File: src/rtl/demux4_16b_wb.sv
// Write-back demultiplexer: a small FIFO of {bcast, sel, data} items whose head is routed to one of four ports.
// Optional broadcast delivery to all four ports is enabled by defining DEMUX_BROADCAST_EN.
module demux4_16b_wb #(
   parameter int DEPTH = 2,
   parameter int AW    = $clog2(DEPTH)
) (
   input  logic          clk,
   input  logic          reset,
   input  logic          in_valid,
   output logic          in_ready,
   input  logic [15:0]   in_data,
   input  logic [1:0]    in_sel,
   input  logic          in_bcast,
   output logic [15:0]   out_data,
   output logic [3:0]    out_valid,
   input  logic [3:0]    out_ready,
   output logic [AW:0]   level
);

   typedef enum logic {S_EMPTY, S_PRESENT} state_e;

   state_e        state_q;
   logic [AW-1:0] wr_ptr_q, rd_ptr_q, rd_next;
   logic [AW:0]   level_q, level_d;
   logic [3:0]    pending_q, pend_left;
   logic [15:0]   out_data_q;

   logic [15:0]   mem_data [DEPTH];
   logic [1:0]    mem_sel  [DEPTH];

   logic          push, retire, head_load;
   logic [15:0]   nxt_data;
   logic [1:0]    nxt_sel;
   logic          nxt_bcast, bcast_in, head_bcast;

`ifdef DEMUX_BROADCAST_EN
   logic          mem_bcast [DEPTH];
   assign bcast_in   = in_bcast;
   assign head_bcast = mem_bcast[rd_next];
`else
   logic          unused_bcast;
   assign unused_bcast = in_bcast;
   assign bcast_in     = 1'b0;
   assign head_bcast   = 1'b0;
`endif

   function automatic logic [3:0] load_mask(input logic [1:0] sel, input logic bcast);
      logic [3:0] m;
      m = 4'b0001 << sel;
      if (bcast) m = 4'b1111;
      return m;
   endfunction

   // in_ready depends only on registered occupancy, never on out_ready.
   assign in_ready  = !reset && (level_q < (AW+1)'(DEPTH));
   assign push      = in_valid && in_ready;
   assign pend_left = pending_q & ~out_ready;
   assign retire    = (state_q == S_PRESENT) && (pend_left == 4'b0000);
   assign rd_next   = rd_ptr_q + AW'(1);
   assign level_d   = level_q + (AW+1)'(push) - (AW+1)'(retire);

   // NOTE: every variable gets a default before any branch, so no latch is inferred.
   always_comb begin
      head_load = 1'b0;
      nxt_data  = in_data;
      nxt_sel   = in_sel;
      nxt_bcast = bcast_in;
      if (state_q == S_EMPTY) begin
         head_load = push;
      end else if (retire) begin
         if (level_q > (AW+1)'(1)) begin
            head_load = 1'b1;
            nxt_data  = mem_data[rd_next];
            nxt_sel   = mem_sel[rd_next];
            nxt_bcast = head_bcast;
         end else begin
            // Last stored item leaves; a same-edge push bypasses straight to the head.
            head_load = push;
         end
      end
   end

   // NOTE: storage has no reset; the pointers and level alone decide which entries are live.
   always_ff @(posedge clk) begin
      if (push) begin
         mem_data[wr_ptr_q] <= in_data;
         mem_sel[wr_ptr_q]  <= in_sel;
`ifdef DEMUX_BROADCAST_EN
         mem_bcast[wr_ptr_q] <= in_bcast;
`endif
      end
   end

   // NOTE: sequential state uses non-blocking assignments so all registers update from pre-edge values.
   always_ff @(posedge clk or posedge reset) begin
      if (reset) begin
         state_q    <= S_EMPTY;
         wr_ptr_q   <= '0;
         rd_ptr_q   <= '0;
         level_q    <= '0;
         pending_q  <= 4'b0000;
         out_data_q <= 16'h0000;
      end else begin
         if (push)   wr_ptr_q <= wr_ptr_q + AW'(1);
         if (retire) rd_ptr_q <= rd_next;
         level_q <= level_d;
         if (head_load) begin
            state_q    <= S_PRESENT;
            out_data_q <= nxt_data;
            pending_q  <= load_mask(nxt_sel, nxt_bcast);
         end else if (retire) begin
            state_q    <= S_EMPTY;
            out_data_q <= 16'h0000;
            pending_q  <= 4'b0000;
         end else begin
            pending_q  <= pend_left;
         end
      end
   end

   assign out_data  = out_data_q;
   assign out_valid = pending_q;
   assign level     = level_q;

endmodule

File: config.mk
export PLATFORM = sky130hd
export DESIGN_NAME = demux4_16b_wb
export DESIGN_NICKNAME = d
export VERILOG_FILES = /design/src/rtl/demux4_16b_wb.sv
export SDC_FILE = /design/constraint.sdc
export NUM_CORES = 1
export LEC_CHECK = 0
export ABC_CLOCK_PERIOD_IN_PS = 5450
export BUFFER_PORTS_ARGS = -buffer_cell sky130_fd_sc_hd__buf_2
export CORE_ASPECT_RATIO = 1.75
export CORE_MARGIN = 3
export CORE_UTILIZATION = 40
export CTS_BUF_LIST = sky130_fd_sc_hd__clkbuf_16
export CTS_CLUSTER_SIZE = 14
export DETAILED_ROUTE_END_ITERATION = 10
export PLACE_DENSITY = 0.7
export SETUP_SLACK_MARGIN = 0.15
export SKIP_CTS_REPAIR_TIMING = 1
export SYNTH_ARGS = -nofsm -noshare
export SYNTH_HDL_FRONTEND = slang
export SYNTH_SLANG_ARGS = --single-unit
File: constraint.sdc
create_clock -name clk -period 5.45 [get_ports clk]
set_input_delay 0 -clock clk [delete_from_list [all_inputs] [get_ports clk]]
set_output_delay 0 -clock clk [all_outputs]
set_load 0.01 [all_outputs]
==> impl_metrics.py, run 1 <==
metrics = {
    "outcome": {
        "status": "complete, but fails checks",
        "failed_checks": "hold timing",
    },
    "routing": {
        "drc": 0,
        "wl_per_cell_um": 16.72,
        "first_pass_iters": 4,
        "wl_met3_um": 209,
        "dr.max_layer_used": "met4",
        "met2_length_um": 3177,
        "antenna_left": 0,
        "vias": 1877,
        "drtIter0Drc": 93,
        "m1WireLength_um": 2408,
        "wl_um": 5887,
        "viasPerCell": 5.332,
    },
    "power_and_ir_drop": {
        "switching_power_mw": 0.6767,
        "p_seq_share_pct": 35.8,
        "comb_power_share_pct": 34.3,
        "p_sw_share_pct": 34.06,
        "internal_power_mw": 1.310,
        "p_leak_nw": 1.507,
        "irDropWorstVdd_mv": 0.3578,
        "p_per_area_nw_per_um2": 558.5,
        "clkPwrFrac_pct": 29.9,
    },
    "layout": {
        "num_antenna_cells": 0,
        "drive_gt1_share_pct": 31.48,
        "areaGrowthSynthToFinish_pct": 26.24,
        "fin_util_pct": 53.21,
        "fin_area_sq_um": 3557,
        "nets": 293,
    },
    "synth": {
        "avgSynthCellArea_sq_um": 14.02,
        "synth.area.top_cells": "edfxtp_1 (38%), dfrtp_1 (22%), mux2i_1 (5.7%)",
        "synth_top_area_cell": "edfxtp_1",
        "netlist_area_sq_um": 2818,
        "synth_edf_count": 36,
        "syn-num-nets": 229,
        "synth-async-reset-ratio_pct": 40.98,
        "ys_types": 41,
        "yosys_warnings": 0,
        "ys.flop_type": "edfxtp_1",
        "synth_seq_cells": 61,
        "yosys-top-cells-count": "edfxtp_1 (36), dfrtp_1 (25), a21o_1 (16), mux2i_1 (16), nand3_1 (16)",
        "postSynthCellCount": 201,
        "synthMostInstantiatedCell": "edfxtp_1",
        "ys_seq_area_share_pct": 60.57,
        "yosys.area.top_type_share_pct": 38.37,
    },
    "critical_path": {
        "critPathRequiredTime_ns": 5.39,
        "cp-start-kind": "flop",
        "end_kind": "flop",
        "cp_max_fo": 18,
        "r2r-end": "mem_sel[0][1]",
        "worstRegToRegCells": 2,
        "reg2reg_from": "level[1]",
        "criticalPathCategory": "flop to flop",
        "rrSetupSlack_ns": 3.34,
        "cp.arrival_ns": 2.05,
    },
    "grt": {
        "gr-total-overflow": 0,
        "grt_max_degree": 39,
        "grt_usage_pct": 14.46,
        "antenna_found_initial": 0,
        "grt_pass1_wl_um": 8976,
        "grt_pass1_vias": 1804,
    },
    "place": {
        "dpl_cell_area_sq_um": 3062,
        "numPortBuffers": 47,
        "place.gp.congestion": 0.7205,
        "dp_hpwl_um": 3684,
    },
    "die": {
        "core_area_sq_um": 6685,
        "initial_core_util_pct": 42.15,
        "rows": 39,
        "die_w_um": 69.45,
        "io_pins": 49,
        "die_h_um": 117.0,
        "die-area_sq_um": 8127,
    },
    "hold_path": {
        "holdCritPathClass": "input port to async pin",
    },
    "sta": {
        "fmax_ghz": 0.4743,
        "setup_viol": 0,
        "post-route-period-util_pct": 38.68,
        "rsz0062_at_grt": "false",
        "fin_setup_tns_ns": 0,
        "worst_pin_slew_ns": 1.147,
        "slew_headroom_pct": 23.52,
        "holdWs_ns": -0.04262,
        "fin_skew_ns": 0.007274,
        "slew_viol_final": 0,
        "layout_min_cycle_time_ns": 2.108,
        "hold_viol": 26,
    },
    "clocking": {
        "ctsLongestPathBuffers": 2,
        "cts_tree": "yes",
        "cts.clk_slew.worst_paths_ns": 0.05,
        "htreeDepth": 3,
        "clock_latency_ns": 0.33,
        "cts_root_buffer": "clkbuf_16",
        "cts_made_buffers": 9,
        "cts.sinks": 61,
    },
    "job": {
        "cap_viol_max_count": 0,
    },
}
[power groups by stage]
stage | logic, mW | clock network [mW] | registers [mW]
floorplan | 0.539 | 0 | 0.709
global placement | 0.668 | 0 | 0.715
detailed placement | 0.679 | 0 | 0.720
CTS | 0.684 | 0.600 | 0.712
global route | 0.746 | 0.622 | 0.726
finish | 0.682 | 0.593 | 0.711
[cells by family (layout without fill, tap and decap cells)]
family,count (synthesis),after routing,synth area share [%]
fa+ha+maj,2,2,0.8880
simple gates,49,49,11.32
flops,61,61,60.57
xor+xnor,4,4,1.244
mux,16,16,5.684
compound gates,51,51,15.81
buf+inv,18,87,4.484
[final cells by class]
cell class                 instances  area, sq um
clock buffer                       9        225.2
clock inverter                     7        90.09
fill                             562         3128
inverter                           4        15.01
multi-input combinational        122        987.2
sequential                        61         1707
tap                               82        102.6
timing repair buffer              67        430.4
[cells in the final DEF (no fill, tap or decap), types with 2 or more instances in the layout]
cell type | synthesis | layout
a21o_1 | 16 | 16
a21oi_1 | 3 | 3
a32o_1 | 10 | 10
a32o_2 | 6 | 6
buf_2 | 5 | 47
buf_4 | 2 | 2
bufinv_16 | 0 | 2
clkbuf_16 | 0 | 9
clkinv_1 | 0 | 2
clkinvlp_4 | 0 | 3
dfrtp_1 | 25 | 25
dlygate4sd3_1 | 0 | 18
edfxtp_1 | 36 | 36
ha_1 | 2 | 2
inv_1 | 4 | 4
mux2i_1 | 16 | 16
nand2_1 | 2 | 2
nand2b_1 | 5 | 5
nand3_1 | 16 | 16
nor2_1 | 4 | 3
nor2_4 | 2 | 2
nor2b_1 | 4 | 4
nor2b_4 | 2 | 2
nor3_1 | 4 | 4
o21ai_0 | 6 | 6
o31ai_2 | 4 | 4
xnor2_1 | 3 | 3
[layer usage]
layer | global-route usage (%) | up-vias
li1 | - | 905
met1 | 15.76 | 922
met2 | 26.53 | 40
met3 | 3.932 | 10
met4 | 5.867 | 0
met5 | 0 | -
[critical path, stage by stage, from the launching register on]
cell and delay [ns]:
dfrtp_1 0.42, or3b_1 0.52, nor2_2 0.78
[worst max-delay path by stage]
stage	startpoint	end	slack (ns)	cells after the start
after floorplan	level[1]	mem_data[0][0]	3.30	3
after global placement	level[1]	mem_data[0][8]	3.31	2
after detailed placement	level[1]	mem_data[0][2]	3.30	2
after CTS	level[1]	mem_sel[0][1]	3.30	2
after global routing	level[1]	mem_data[0][5]	3.23	2
final	level[1]	mem_sel[0][1]	3.34	2
[stage by stage]
| step | power [mW] | cells | worst slack, ns |
|---|---|---|---|
| 4_1_cts | 1.996 | 334 | 3.299 |
| 2_1_floorplan | 1.247 | 201 | 3.298 |
| 5_1_grt | 2.093 | 352 | 3.228 |
| 3_3_place_gp | 1.383 | 318 | 3.310 |
| 6_report | 1.987 | 352 | 3.342 |
| 3_5_place_dp | 1.399 | 318 | 3.304 |
[sequential cells by signal (all words and copies together) (netlist names)]
register	flops
mem_data	32
wr_ptr_q	1
out_data	16
rd_ptr_q	1
level	2
out_valid	4
mem_sel	4
state_q	1
Note: power is estimated with default switching activity, not from simulation.
==> inputs of run 2 (changes only) <==
--- a/config.mk
+++ b/config.mk
@@ -5,7 +5,7 @@
 export SDC_FILE = /design/constraint.sdc
 export NUM_CORES = 1
 export LEC_CHECK = 0
-export ABC_CLOCK_PERIOD_IN_PS = 5450
+export ABC_CLOCK_PERIOD_IN_PS = 2000
 export BUFFER_PORTS_ARGS = -buffer_cell sky130_fd_sc_hd__buf_2
 export CORE_ASPECT_RATIO = 1.75
 export CORE_MARGIN = 3
==> constraint.sdc (replaced) <==
create_clock -name clk -period 2 [get_ports clk]
set_input_delay 0 -clock clk [delete_from_list [all_inputs] [get_ports clk]]
set_output_delay 0 -clock clk [all_outputs]
set_load 0.01 [all_outputs]
==> impl_metrics.py, run 2 (synthesis results as in run 1) <==
metrics = {
    "clocking": {
        "htreeDepth": 3,
        "cts.clk_slew.worst_paths_ns": 0.05,
        "cts_root_buffer": "clkbuf_16",
        "ctsLongestPathBuffers": 2,
        "cts.sinks": 61,
        "clock_latency_ns": 0.32,
        "cts_made_buffers": 9,
        "cts_tree": "yes",
    },
    "power_and_ir_drop": {
        "p_sw_share_pct": 34.90,
        "p_per_area_nw_per_um2": 1492,
        "p_leak_nw": 1.601,
        "irDropWorstVdd_mv": 0.7970,
        "p_seq_share_pct": 33.5,
        "clkPwrFrac_pct": 23.6,
        "comb_power_share_pct": 42.9,
        "switching_power_mw": 1.905,
        "internal_power_mw": 3.552,
    },
    "layout": {
        "final_cell_mix": "buf_2 (47), edfxtp_1 (36), dfrtp_1 (25)",
        "drive_gt1_share_pct": 33.80,
        "areaGrowthSynthToFinish_pct": 29.84,
        "regMostFlops": "mem_data",
        "num_antenna_cells": 0,
        "fin_util_pct": 54.73,
        "mostFrequentLayoutCell": "buf_2",
        "largest_register_ffs": 32,
        "nets": 310,
        "num-fill-cells": 550,
        "fin_area_sq_um": 3659,
    },
    "hold_path": {
        "holdCritPathClass": "input port to flop",
    },
    "grt": {
        "antenna_found_initial": 0,
        "grt_pass1_wl_um": 9611,
        "grt_usage_pct": 15.73,
        "gr-total-overflow": 0,
        "grt_pass1_vias": 2013,
        "grt_max_degree": 27,
    },
    "sta": {
        "hold_viol": 0,
        "layout_min_cycle_time_ns": 1.695,
        "setup_viol": 0,
        "fin_setup_tns_ns": 0,
        "fmax_ghz": 0.5901,
        "fin_skew_ns": 0.007697,
        "rsz0062_at_grt": "false",
        "worst_pin_slew_ns": 0.7212,
        "post-route-period-util_pct": 84.73,
        "slew_headroom_pct": 51.87,
        "holdWs_ns": 0.003723,
        "slew_viol_final": 0,
    },
    "critical_path": {
        "end_kind": "flop",
        "criticalPathCategory": "flop to flop",
        "cp.arrival_ns": 1.90,
        "cp_max_fo": 13,
        "critPathRequiredTime_ns": 2.21,
        "cp-start-kind": "flop",
    },
    "place": {
        "place.gp.congestion": 0.7391,
        "dp_hpwl_um": 4099,
        "dpl_cell_area_sq_um": 3179,
        "numPortBuffers": 47,
    },
    "job": {
        "cap_viol_max_count": 0,
    },
    "routing": {
        "first_pass_iters": 4,
        "viasPerCell": 5.371,
        "wl_per_cell_um": 16.88,
        "drtIter0Drc": 78,
        "antenna_left": 0,
        "wl_um": 6228,
        "vias": 1982,
        "drc": 0,
    },
    "die": {
        "initial_core_util_pct": 42.15,
        "die_w_um": 69.45,
        "core_area_sq_um": 6685,
        "io_pins": 49,
        "die_h_um": 117.0,
        "rows": 39,
        "die-area_sq_um": 8127,
    },
    "outcome": {
        "status": "finished clean",
    },
}
[run 2: final cells by class]
cell class              instances  area (sq um)  share of cell area [%]
clock buffers                   9         225.2                   6.156
flip-flops and latches         61          1707                   46.65
inverters                       4         15.01                  0.4104
multi-input cells             122         987.2                   26.98
repair buffers                 84         594.3                   16.24
well taps                      82         102.6                   2.804
clock inverters                 7         27.53                  0.7524
[run 2: metal layers]
| layer | global-route usage, % | vias up | share of wire (%) |
|---|---|---|---|
| met4 | 9.909 | 0 | 3.8 |
| met5 | 0 | - | 0 |
| met2 | 27.55 | 58 | 53 |
| li1 | - | 938 | - |
| met1 | 16.73 | 968 | 39 |
| met3 | 4.359 | 18 | 4.2 |
[run 2: path summary, 6_finish.rpt]
kind | startpoint | to | slack, ns | depth (start not counted)
max | out_valid[0] | out_data[9] | 0.31 | 6
min in group asynchronous | reset | level[1] | 0.36 | 3
min | in_valid | state_q | 0.004 | 3
max reg2reg | out_valid[0] | out_data[9] | 0.31 | 6
max in group asynchronous | reset | out_data[7] | 1.07 | 4
min reg2reg | out_data[12] | out_data[12] | 0.49 | 1
[run 2: per-stage QoR]
stage / setup slack [ns] / total power, mW / std cells
final: 0.3054 / 5.457 / 369
after global routing: 0.1741 / 5.785 / 369
after CTS: 0.2325 / 5.345 / 348
after detailed placement: 0.2453 / 4.032 / 332
after global placement: 0.2946 / 3.980 / 332
after floorplan: 0.1519 / 3.401 / 201
[run 2: power groups by stage]
stage                     Combinational [mW]  Sequential (mW)  Clock (mW)
after global placement                  2.13             1.85           0
after detailed placement                2.18             1.85           0
after CTS                               2.19             1.83        1.32
final                                   2.34             1.83        1.29
after floorplan                         1.47             1.93           0
after global routing                    2.55             1.87        1.37
[run 2: worst max-delay path, cell delays in order, from the launching register on]
cell and delay (ns):
dfrtp_1 0.38, nor2b_4 0.14, nor4_4 0.34, buf_12 0.19
buf_6 0.16, nand3_1 0.09, a32o_1 0.27
